`config.mk`:
```
export PLATFORM = sky130hd
export DESIGN_NAME = mem_port_arbiter
export DESIGN_NICKNAME = d
export VERILOG_FILES = /design/src/rtl/mem_port_arbiter_pkg.sv /design/src/rtl/mem_port_arbiter_timeout_ctr.sv /design/src/rtl/mem_port_arbiter.sv
export SDC_FILE = /design/constraint.sdc
export NUM_CORES = 1
export LEC_CHECK = 0
export CAP_MARGIN = 10
export CORE_ASPECT_RATIO = 1.2
export CORE_UTILIZATION = 41
export CTS_CLUSTER_DIAMETER = 80
export CTS_CLUSTER_SIZE = 14
export DETAILED_ROUTE_END_ITERATION = 6
export GPL_TIMING_DRIVEN = 0
export PLACE_DENSITY = 0.82
export SYNTH_ARGS = -nofsm -noshare
export SYNTH_HDL_FRONTEND = slang
export SYNTH_SLANG_ARGS = --single-unit
```
`constraint.sdc`:
```
create_clock -name clk -period 5.1 [get_ports clk]
set_clock_uncertainty 0.15 [all_clocks]
set_input_delay 1.02 -clock clk [delete_from_list [all_inputs] [get_ports clk]]
set_output_delay 1.02 -clock clk [all_outputs]
set_load 0.005 [all_outputs]
```
`src/rtl/mem_port_arbiter_pkg.sv`:
```
// Shared definitions for the unified memory port arbiter.
// State and owner encodings are also used by the core stall logic.
package mem_port_arbiter_pkg;

    typedef enum logic [1:0] {
        ST_IDLE   = 2'd0,
        ST_ACCESS = 2'd1,
        ST_RESP   = 2'd2
    } arb_state_t;

    localparam logic OWN_CORE = 1'b0;
    localparam logic OWN_DMA  = 1'b1;

    // On a tie the requester that did not own the last transaction wins.
    function automatic logic pick_owner(
        input logic core_req,
        input logic dma_req,
        input logic last_owner
    );
        logic sel;
        if (core_req && dma_req) begin
            sel = ~last_owner;
        end else if (core_req) begin
            sel = OWN_CORE;
        end else begin
            sel = OWN_DMA;
        end
        return sel;
    endfunction

endpackage

```
`src/rtl/mem_port_arbiter_timeout_ctr.sv`:
```
// ACCESS-phase watchdog: saturating counter, cleared on grant.
// TIMEOUT = 0 disables expiry.
module arb_timeout_ctr #(
    parameter int TIMEOUT = 16
) (
    input  logic clk,
    input  logic reset,
    input  logic clr,
    input  logic en,
    output logic expired
);

    localparam int CW = (TIMEOUT < 1) ? 1 : $clog2(TIMEOUT + 1);

    logic [CW-1:0] cnt;

    always_ff @(posedge clk or posedge reset) begin
        if (reset) begin
            cnt <= '0;
        end else if (clr) begin
            cnt <= '0;
        end else if (en && (cnt != {CW{1'b1}})) begin
            cnt <= cnt + 1'b1;
        end
    end

    generate
        if (TIMEOUT > 0) begin : g_on
            assign expired = (cnt == CW'(TIMEOUT - 1));
        end else begin : g_off
            assign expired = 1'b0;
        end
    endgenerate

endmodule

```
`src/rtl/mem_port_arbiter.sv`:
```
// Round-robin arbiter sharing one memory port between the core and a DMA.
// One outstanding transaction; a watchdog turns a hung access into an error.
module mem_port_arbiter #(
    parameter int AW      = 32,
    parameter int DW      = 32,
    parameter int TIMEOUT = 16
) (
    input  logic          clk,
    input  logic          reset,
    input  logic          core_req,
    input  logic          core_we,
    input  logic [AW-1:0] core_addr,
    input  logic [DW-1:0] core_wdata,
    output logic          core_ack,
    output logic [DW-1:0] core_rdata,
    output logic          core_err,
    input  logic          dma_req,
    input  logic          dma_we,
    input  logic [AW-1:0] dma_addr,
    input  logic [DW-1:0] dma_wdata,
    output logic          dma_ack,
    output logic [DW-1:0] dma_rdata,
    output logic          dma_err,
    output logic          mem_valid,
    output logic          mem_we,
    output logic [AW-1:0] mem_addr,
    output logic [DW-1:0] mem_wdata,
    input  logic          mem_ready,
    input  logic [DW-1:0] mem_rdata,
    output logic          owner
);

    import mem_port_arbiter_pkg::*;

    arb_state_t    state_q;
    arb_state_t    state_d;
    logic          owner_q;
    logic          last_owner_q;
    logic          lat_we;
    logic [AW-1:0] lat_addr;
    logic [DW-1:0] lat_wdata;
    logic [DW-1:0] resp_rdata;
    logic          resp_err;
    logic          any_req;
    logic          gnt;
    logic          in_idle;
    logic          in_access;
    logic          in_resp;
    logic          expired;
    logic          timed_out;

    assign any_req   = core_req | dma_req;
    assign gnt       = pick_owner(core_req, dma_req, last_owner_q);
    assign in_idle   = (state_q == ST_IDLE);
    assign in_access = (state_q == ST_ACCESS);
    assign in_resp   = (state_q == ST_RESP);
    // mem_ready takes priority over a coincident timeout
    assign timed_out = in_access & ~mem_ready & expired;

    arb_timeout_ctr #(
        .TIMEOUT (TIMEOUT)
    ) u_wdog (
        .clk     (clk),
        .reset   (reset),
        .clr     (in_idle),
        .en      (in_access & ~mem_ready),
        .expired (expired)
    );

    always_ff @(posedge clk or posedge reset) begin
        if (reset) begin
            state_q <= ST_IDLE;
        end else begin
            state_q <= state_d;
        end
    end

    always_comb begin
        state_d = state_q;
        case (state_q)
            ST_IDLE: begin
                if (any_req) state_d = ST_ACCESS;
            end
            ST_ACCESS: begin
                if (mem_ready || timed_out) state_d = ST_RESP;
            end
            ST_RESP: begin
                state_d = ST_IDLE;
            end
            default: begin
                state_d = ST_IDLE;
            end
        endcase
    end

    always_ff @(posedge clk or posedge reset) begin
        if (reset) begin
            owner_q      <= OWN_CORE;
            last_owner_q <= OWN_DMA;
            lat_we       <= 1'b0;
            lat_addr     <= '0;
            lat_wdata    <= '0;
            resp_rdata   <= '0;
            resp_err     <= 1'b0;
        end else begin
            if (in_idle && any_req) begin
                owner_q   <= gnt;
                lat_we    <= (gnt == OWN_DMA) ? dma_we    : core_we;
                lat_addr  <= (gnt == OWN_DMA) ? dma_addr  : core_addr;
                lat_wdata <= (gnt == OWN_DMA) ? dma_wdata : core_wdata;
            end
            if (in_access && mem_ready) begin
                resp_rdata <= lat_we ? '0 : mem_rdata;
                resp_err   <= 1'b0;
            end else if (timed_out) begin
                resp_rdata <= '0;
                resp_err   <= 1'b1;
            end
            if (in_resp) begin
                last_owner_q <= owner_q;
            end
        end
    end

    assign core_ack   = in_resp & (owner_q == OWN_CORE);
    assign dma_ack    = in_resp & (owner_q == OWN_DMA);
    assign core_rdata = core_ack ? resp_rdata : '0;
    assign dma_rdata  = dma_ack  ? resp_rdata : '0;
    assign core_err   = core_ack & resp_err;
    assign dma_err    = dma_ack  & resp_err;

    assign mem_valid = in_access;
    assign mem_we    = in_access & lat_we;
    assign mem_addr  = lat_addr;
    assign mem_wdata = lat_wdata;
    assign owner     = owner_q;

endmodule

```
Word level (Yosys, flattened, before mapping)

Index checks and enable logic that the tools add are counted.
Widths: inputs -> output; s select.

Register bits after elaboration: 107
Input port bits: 167
Output and inout port bits: 135

Mux-type cells: 17
Bitwise gates (word level): 11
Reductions and logical operators: 9
Equality and inequality tests: 6
$add $sub $neg: 1

Operator list:

| kind                | count |
|---|---|
| $mux 32             | 7 |
| $mux 5              | 2 |
| $and 1x1->1         | 7 |
| $add 5x1->5 const B | 1 |
| $eq 5x4->1 const B  | 1 |
| $mux 1              | 5 |
| $ne 5x5->1 const B  | 1 |
| $logic_and 1x1->1   | 4 |
| $mux 2              | 2 |
| $pmux 2 s2          | 1 |
| $reduce_bool 2->1   | 2 |
| $not 1->1           | 3 |
| $eq 2x1->1 const B  | 1 |
| $eq 2x2->1 const B  | 1 |
| $logic_not 2->1     | 1 |
| $ne 2x1->1 const B  | 1 |
| $ne 2x2->1 const B  | 1 |
| $reduce_and 2->1    | 1 |
| $logic_or 1x1->1    | 1 |
| $or 1x1->1          | 1 |

Longest topological paths before layout

Depth in word-level cells: 6
Mapped depth: 7
Depth with buffers taken out: 6

Cells and area by module

Synthesis repeated with hierarchy kept, for this count alone.

Cell total of the unflattened synthesis: 571
Area, all modules: 5371.4 µm²

Modules (own cells, without submodules):

| module           | area an instance (µm²) | cells an instance | sequential area each (µm²) | instances |
|---|---|---|---|---|
| mem_port_arbiter | 5094.9                 | 546               | 2553.7                     | 1 |
| arb_timeout_ctr  | 276.5                  | 25                | 125.1                      | 1 |

Worst setup path before layout

Ideal clock, no wire load.

Kind: register to output
Start point: reg state_q[0]
End point: out core_rdata[22]
Slack: 2.661 ns
Stages on the path, launching flop included: 6
Arrival: 1.269 ns
Cell sequence: dfrtp_1 > buf_6 > nand2b_1 > nor2_1 > clkbuf_1 > and2_1

Word-level cells in the longest chain between the ends: 3

RTL lines:

| element                  | RTL line                | source |
|---|---|---|
| start: declaration       | mem_port_arbiter.sv:35  | `arb_state_t state_q;` |
| start signal: assignment | mem_port_arbiter.sv:74  | `state_q <= state_d;` |
| $eq 2x2->1               | mem_port_arbiter.sv:56  | `assign in_resp = (state_q == ST_RESP);` |
| $and 1x1->1              | mem_port_arbiter.sv:125 | `assign core_ack = in_resp & (owner_q == OWN_CORE);` |
| via core_ack             | mem_port_arbiter.sv:14  | `output logic core_ack,` |
| $mux 32                  | mem_port_arbiter.sv:127 | `assign core_rdata = core_ack ? resp_rdata : '0;` |
| end: declaration         | mem_port_arbiter.sv:15  | `output logic [DW-1:0] core_rdata,` |

The timed path passes the listed nets, and every way through them passes these cells.

Worst setup path after layout

Start point: reg state_q[0]
End point: out core_rdata[30]

Word-level cells in the longest chain between the ends: 3

RTL lines:

| element     | RTL line |
|---|---|
| $eq 2x2->1  | mem_port_arbiter.sv:56 |
| $and 1x1->1 | mem_port_arbiter.sv:125 |
| $mux 32     | mem_port_arbiter.sv:127 |

No other way between the ends.

==> reports/results.md <==
| Item | This run |
| --- | --- |
| Fraction of the yosys area taken by sequential cells | 0.442 |
| Placed instance area | 9320 um^2 |
| Largest vdd supply drop | 0.194 mV |
| Vias per Instance | 5.65 |
| Worst EP arrival | 2.50 ns |
| Share of synthesized flip-flops with an asynchronous set or reset | 1.00 |
| Biggest fanout along the worst timing path | 10 |
| Cell total after placement | 989 |
| Internal | 3.05 mW |
| Stages on the worst setup path | 6 |
| Final Util | 0.666 |
| Final RePlAce weighted congestion | 0.852 |
| Type of element capturing the critical path | primary output |
| Net load switching power | 1.61 mW |
| Number of nets in the finished design | 995 |
| Net count after synthesis | 682 |
| Die height | 135 um |
| Syn avg cell area | 11.8 um^2 |
| Global Route Usage Sum | 0.280 |
| Number of rows created at floorplan | 48 |
| Count of flip-flops with a built-in enable after synthesis | 0 |
| Root Buffer | sky130_fd_sc_hd__clkbuf_16 |
| Final non-filler cell total | 1006 |
| RSZ-0062 raised after global routing | false |
| Measured slew at the worst slew-check pin | 0.707 ns |
| Total number of H-tree levels | 3 |
| CP required | 3.93 ns |
| Max Used Layer | met4 |
| Number of top-level pins | 302 |
| First-pass GRT wire length | 33200 um |
| GR Overflow Total | 0 |
| Power share of the combinational group | 0.520 |
| Routed wirelength normalized by instance count | 21.2 um |
| Proportion of total power due to net switching | 0.346 |
| Total number of vias | 5679 |
| Max Freq | 273 MHz |
| Post-synthesis instance area | 6060 um^2 |
| Via count of the first global-routing pass | 6071 |
| DRC violation count after routing | 0 |
| DRT antenna net count | 0 |
| Buffers inserted during post-CTS setup optimization | 0 |
| Top cell family by delay on the critical path | buffers and inverters |
| Final hold violation count | 0 |
| Series of cell instances along the critical path | buf_6 -> nand2b_1 -> nor2_1 -> clkbuf_1 -> and2_1 -> clkdlybuf4s50_1 |
| CP max-delay cell | sky130_fd_sc_hd__clkdlybuf4s50_1 |
| Worst setup path class | flip-flop to primary output |
| Die span in x | 113 um |
| Static leakage | 3.69 nW |
| Worst hold path depth | 1 |
| Number of port buffers | 301 |
| Initial antenna violation count | 1 |
| DR iter-0 viols | 343 |
| Clock Pin Slew Worst Setup and Hold Paths | 0.08 ns |
| Cts repair resizes | 0 |
| Area inside the core boundary | 14400 um^2 |
| Final hold slack | 0.376 ns |
| DRT Pass-1 Iters | 4 |
| Number of instances in the synthesized netlist | 512 |
| Die outline area | 15300 um^2 |
| Detailed route wirelength on metal2 | 10500 um |
| Ranking of synthesized cells by area | sky130_fd_sc_hd__dfrtp_1 (44%), sky130_fd_sc_hd__a2bb2oi_2 (9.9%), sky130_fd_sc_hd__a311oi_2 (9.9%) |
| Buffers from clock root to sink, at most | 2 |
| Post-placement setup slack | 1.79 ns |
| Relative contribution of the clock network to total power | 0.142 |
| Portion of the clock cycle consumed by the worst path in the final layout | 0.719 |
| Post-layout power | 4.67 mW |
| #FFs+latches synth | 107 |
| Layout cells sized above 1 | 0.172 |
| Status | finished, final reports clean |
| Register Area | 2680 um^2 |
| Top cells by count, synth | sky130_fd_sc_hd__dfrtp_1 (106), sky130_fd_sc_hd__and2_1 (68), sky130_fd_sc_hd__o21ai_0 (66) |
| HPWL reported at the end of detailed placement | 16300 um |
| Final min period | 3.67 ns |
| Slew margin rel. | 0.528 |
| Final count of pins violating max slew | 0 |
| CTS tree | yes |
| Maximum number of pins on one net before global-route repair | 56 |
| Startpoint types | flip-flop |
| Most instantiated library cell after synthesis | sky130_fd_sc_hd__dfrtp_1 |
| Unique cell type count in the Yosys netlist | 40 |
| Primary flip-flop cell chosen by synthesis mapping | sky130_fd_sc_hd__dfrtp_1 |
| Number of warnings printed during yosys synthesis | 0 |
| Seq pwr share | 0.338 |
| Least setup slack across all paths after layout | 1.43 ns |
| Effective utilization at floorplan | 0.420 |
| Multi-input gate area in the final layout | 2960 um^2 |
| P&R area growth vs syn | 58.5% |
| Pwr/cell area | 486 nW/um^2 |
| Setup-failing EPs final | 0 |
| Hold buffer count at CTS | 0 |
| Min-delay worst type | flip-flop to flip-flop |
| Clock Sinks | 107 |
| Fillers | 1125 |
| TNS Setup | 0 ns |
| Met1 wire length | 8530 um |
| Maximum capacitance violations | 0 |
| Number of buffer and inverter stages on the critical path | 3 |
| Delay of the slowest cell on the worst path | 0.51 ns |
| Clock insertion delay at the later pin of the skew report | 0.34 ns |
| Final design instance area without fill | 9600 um^2 |
| Share of Yosys cell area claimed by the top area cell type | 0.438 |
| Worst-case reg-to-reg path depth | 6 |
| Final routed wirelength across all metal layers | 21300 um |
| Post-synthesis cell type with the largest combined area | sky130_fd_sc_hd__dfrtp_1 |
| Routed wire length on met3 | 1740 um |
| Number of CTS-inserted buffers | 9 |
==> state kept, by name (all words and copies together) (netlist names) <==
| name | flops |
|---|---|
| last_owner_q | 1 |
| lat_we | 1 |
| mem_addr | 32 |
| mem_wdata | 32 |
| owner | 1 |
| resp_err | 1 |
| resp_rdata | 32 |
| state_q | 2 |
| u_wdog.cnt | 5 |
==> path summary, 6_finish.rpt <==
| kind | from | endpoint | slack (ns) |
|---|---|---|---|
| worst min register to register | mem_wdata[24]$_DFFE_PP0P_ | mem_wdata[24]$_DFFE_PP0P_ | 0.38 |
| min in group asynchronous | reset | resp_rdata[28]$_DFFE_PP0P_ | 0.98 |
| worst max-delay path | state_q[0]$_DFFE_PP0P_ | core_rdata[30] | 1.43 |
| max in group asynchronous | reset | mem_addr[29]$_DFFE_PP0P_ | 3.10 |
| worst max register to register | u_wdog.cnt[0]$_DFFE_PP0P_ | resp_rdata[16]$_DFFE_PP0P_ | 2.86 |
| worst min-delay path | mem_wdata[24]$_DFFE_PP0P_ | mem_wdata[24]$_DFFE_PP0P_ | 0.38 |
==> power groups by stage <==
stage / Sequential (mW) / Combinational [mW] / Clock (mW)
final: 1.58 / 2.43 / 0.662
after global routing: 1.63 / 2.58 / 0.703
after CTS: 1.58 / 2.44 / 0.674
after detailed placement: 1.58 / 2.44 / 0
after global placement: 1.57 / 2.36 / 0
after floorplan: 1.52 / 1.39 / 0
==> layer usage <==
metal | track usage | vias up
li1 | - | 2611
met1 | 0.334 | 2746
met2 | 0.497 | 287
met3 | 0.0671 | 35
met4 | 0.0921 | 0
met5 | 0 | -
==> placed cells by master (no fill, tap or decap), types with 2 or more instances in the layout <==
| master | count |
|---|---|
| sky130_fd_sc_hd__clkdlybuf4s50_1 | 301 |
| sky130_fd_sc_hd__dfrtp_1 | 106 |
| sky130_fd_sc_hd__and2_1 | 68 |
| sky130_fd_sc_hd__o21ai_0 | 66 |
| sky130_fd_sc_hd__a2bb2oi_2 | 40 |
| sky130_fd_sc_hd__a311oi_2 | 40 |
| sky130_fd_sc_hd__a22o_1 | 36 |
| sky130_fd_sc_hd__buf_2 | 26 |
| sky130_fd_sc_hd__clkbuf_1 | 26 |
| sky130_fd_sc_hd__a311oi_1 | 25 |
| sky130_fd_sc_hd__a2bb2oi_1 | 25 |
| sky130_fd_sc_hd__clkbuf_16 | 9 |
| sky130_fd_sc_hd__buf_6 | 7 |
| sky130_fd_sc_hd__inv_1 | 4 |
| sky130_fd_sc_hd__buf_12 | 4 |
| sky130_fd_sc_hd__nor2_1 | 4 |
| sky130_fd_sc_hd__a21oi_1 | 3 |
| sky130_fd_sc_hd__nand2_1 | 3 |
| sky130_fd_sc_hd__ha_1 | 3 |
| sky130_fd_sc_hd__clkinvlp_4 | 3 |
| sky130_fd_sc_hd__nand2b_1 | 2 |
| sky130_fd_sc_hd__a221o_1 | 2 |
| sky130_fd_sc_hd__clkinv_2 | 2 |
==> worst reg2reg max path, stage by stage, from the launching register on <==
cell,delay [ns]
sky130_fd_sc_hd__dfrtp_1,0.42
sky130_fd_sc_hd__ha_1,0.25
sky130_fd_sc_hd__and3_1,0.20
sky130_fd_sc_hd__ha_1,0.24
sky130_fd_sc_hd__o21ai_1,0.42
sky130_fd_sc_hd__buf_2,0.32
sky130_fd_sc_hd__a22o_1,0.18
==> cell type report <==
cell class | count | share of cell area
clock buffer | 9 | 0.0235
multi-input combinational | 335 | 0.309
tap | 175 | 0.0228
sequential | 107 | 0.279
clock inverter | 7 | 0.00548
antenna | 1 | 0.000261
buffer | 64 | 0.0407
timing repair buffer | 302 | 0.317
inverter | 6 | 0.00261
==> logic make-up after synthesis <==
kind of cell	after synthesis	share of synthesized area
buffers and inverters	70	0.0682
multiplexers	2	0.00372
adder cells (fa/ha/maj)	3	0.00620
AND/OR/NAND/NOR	90	0.0930
AO/OA/AOI/OAI	240	0.387
flip-flops	107	0.442
Power figures use the tool's default switching activity.
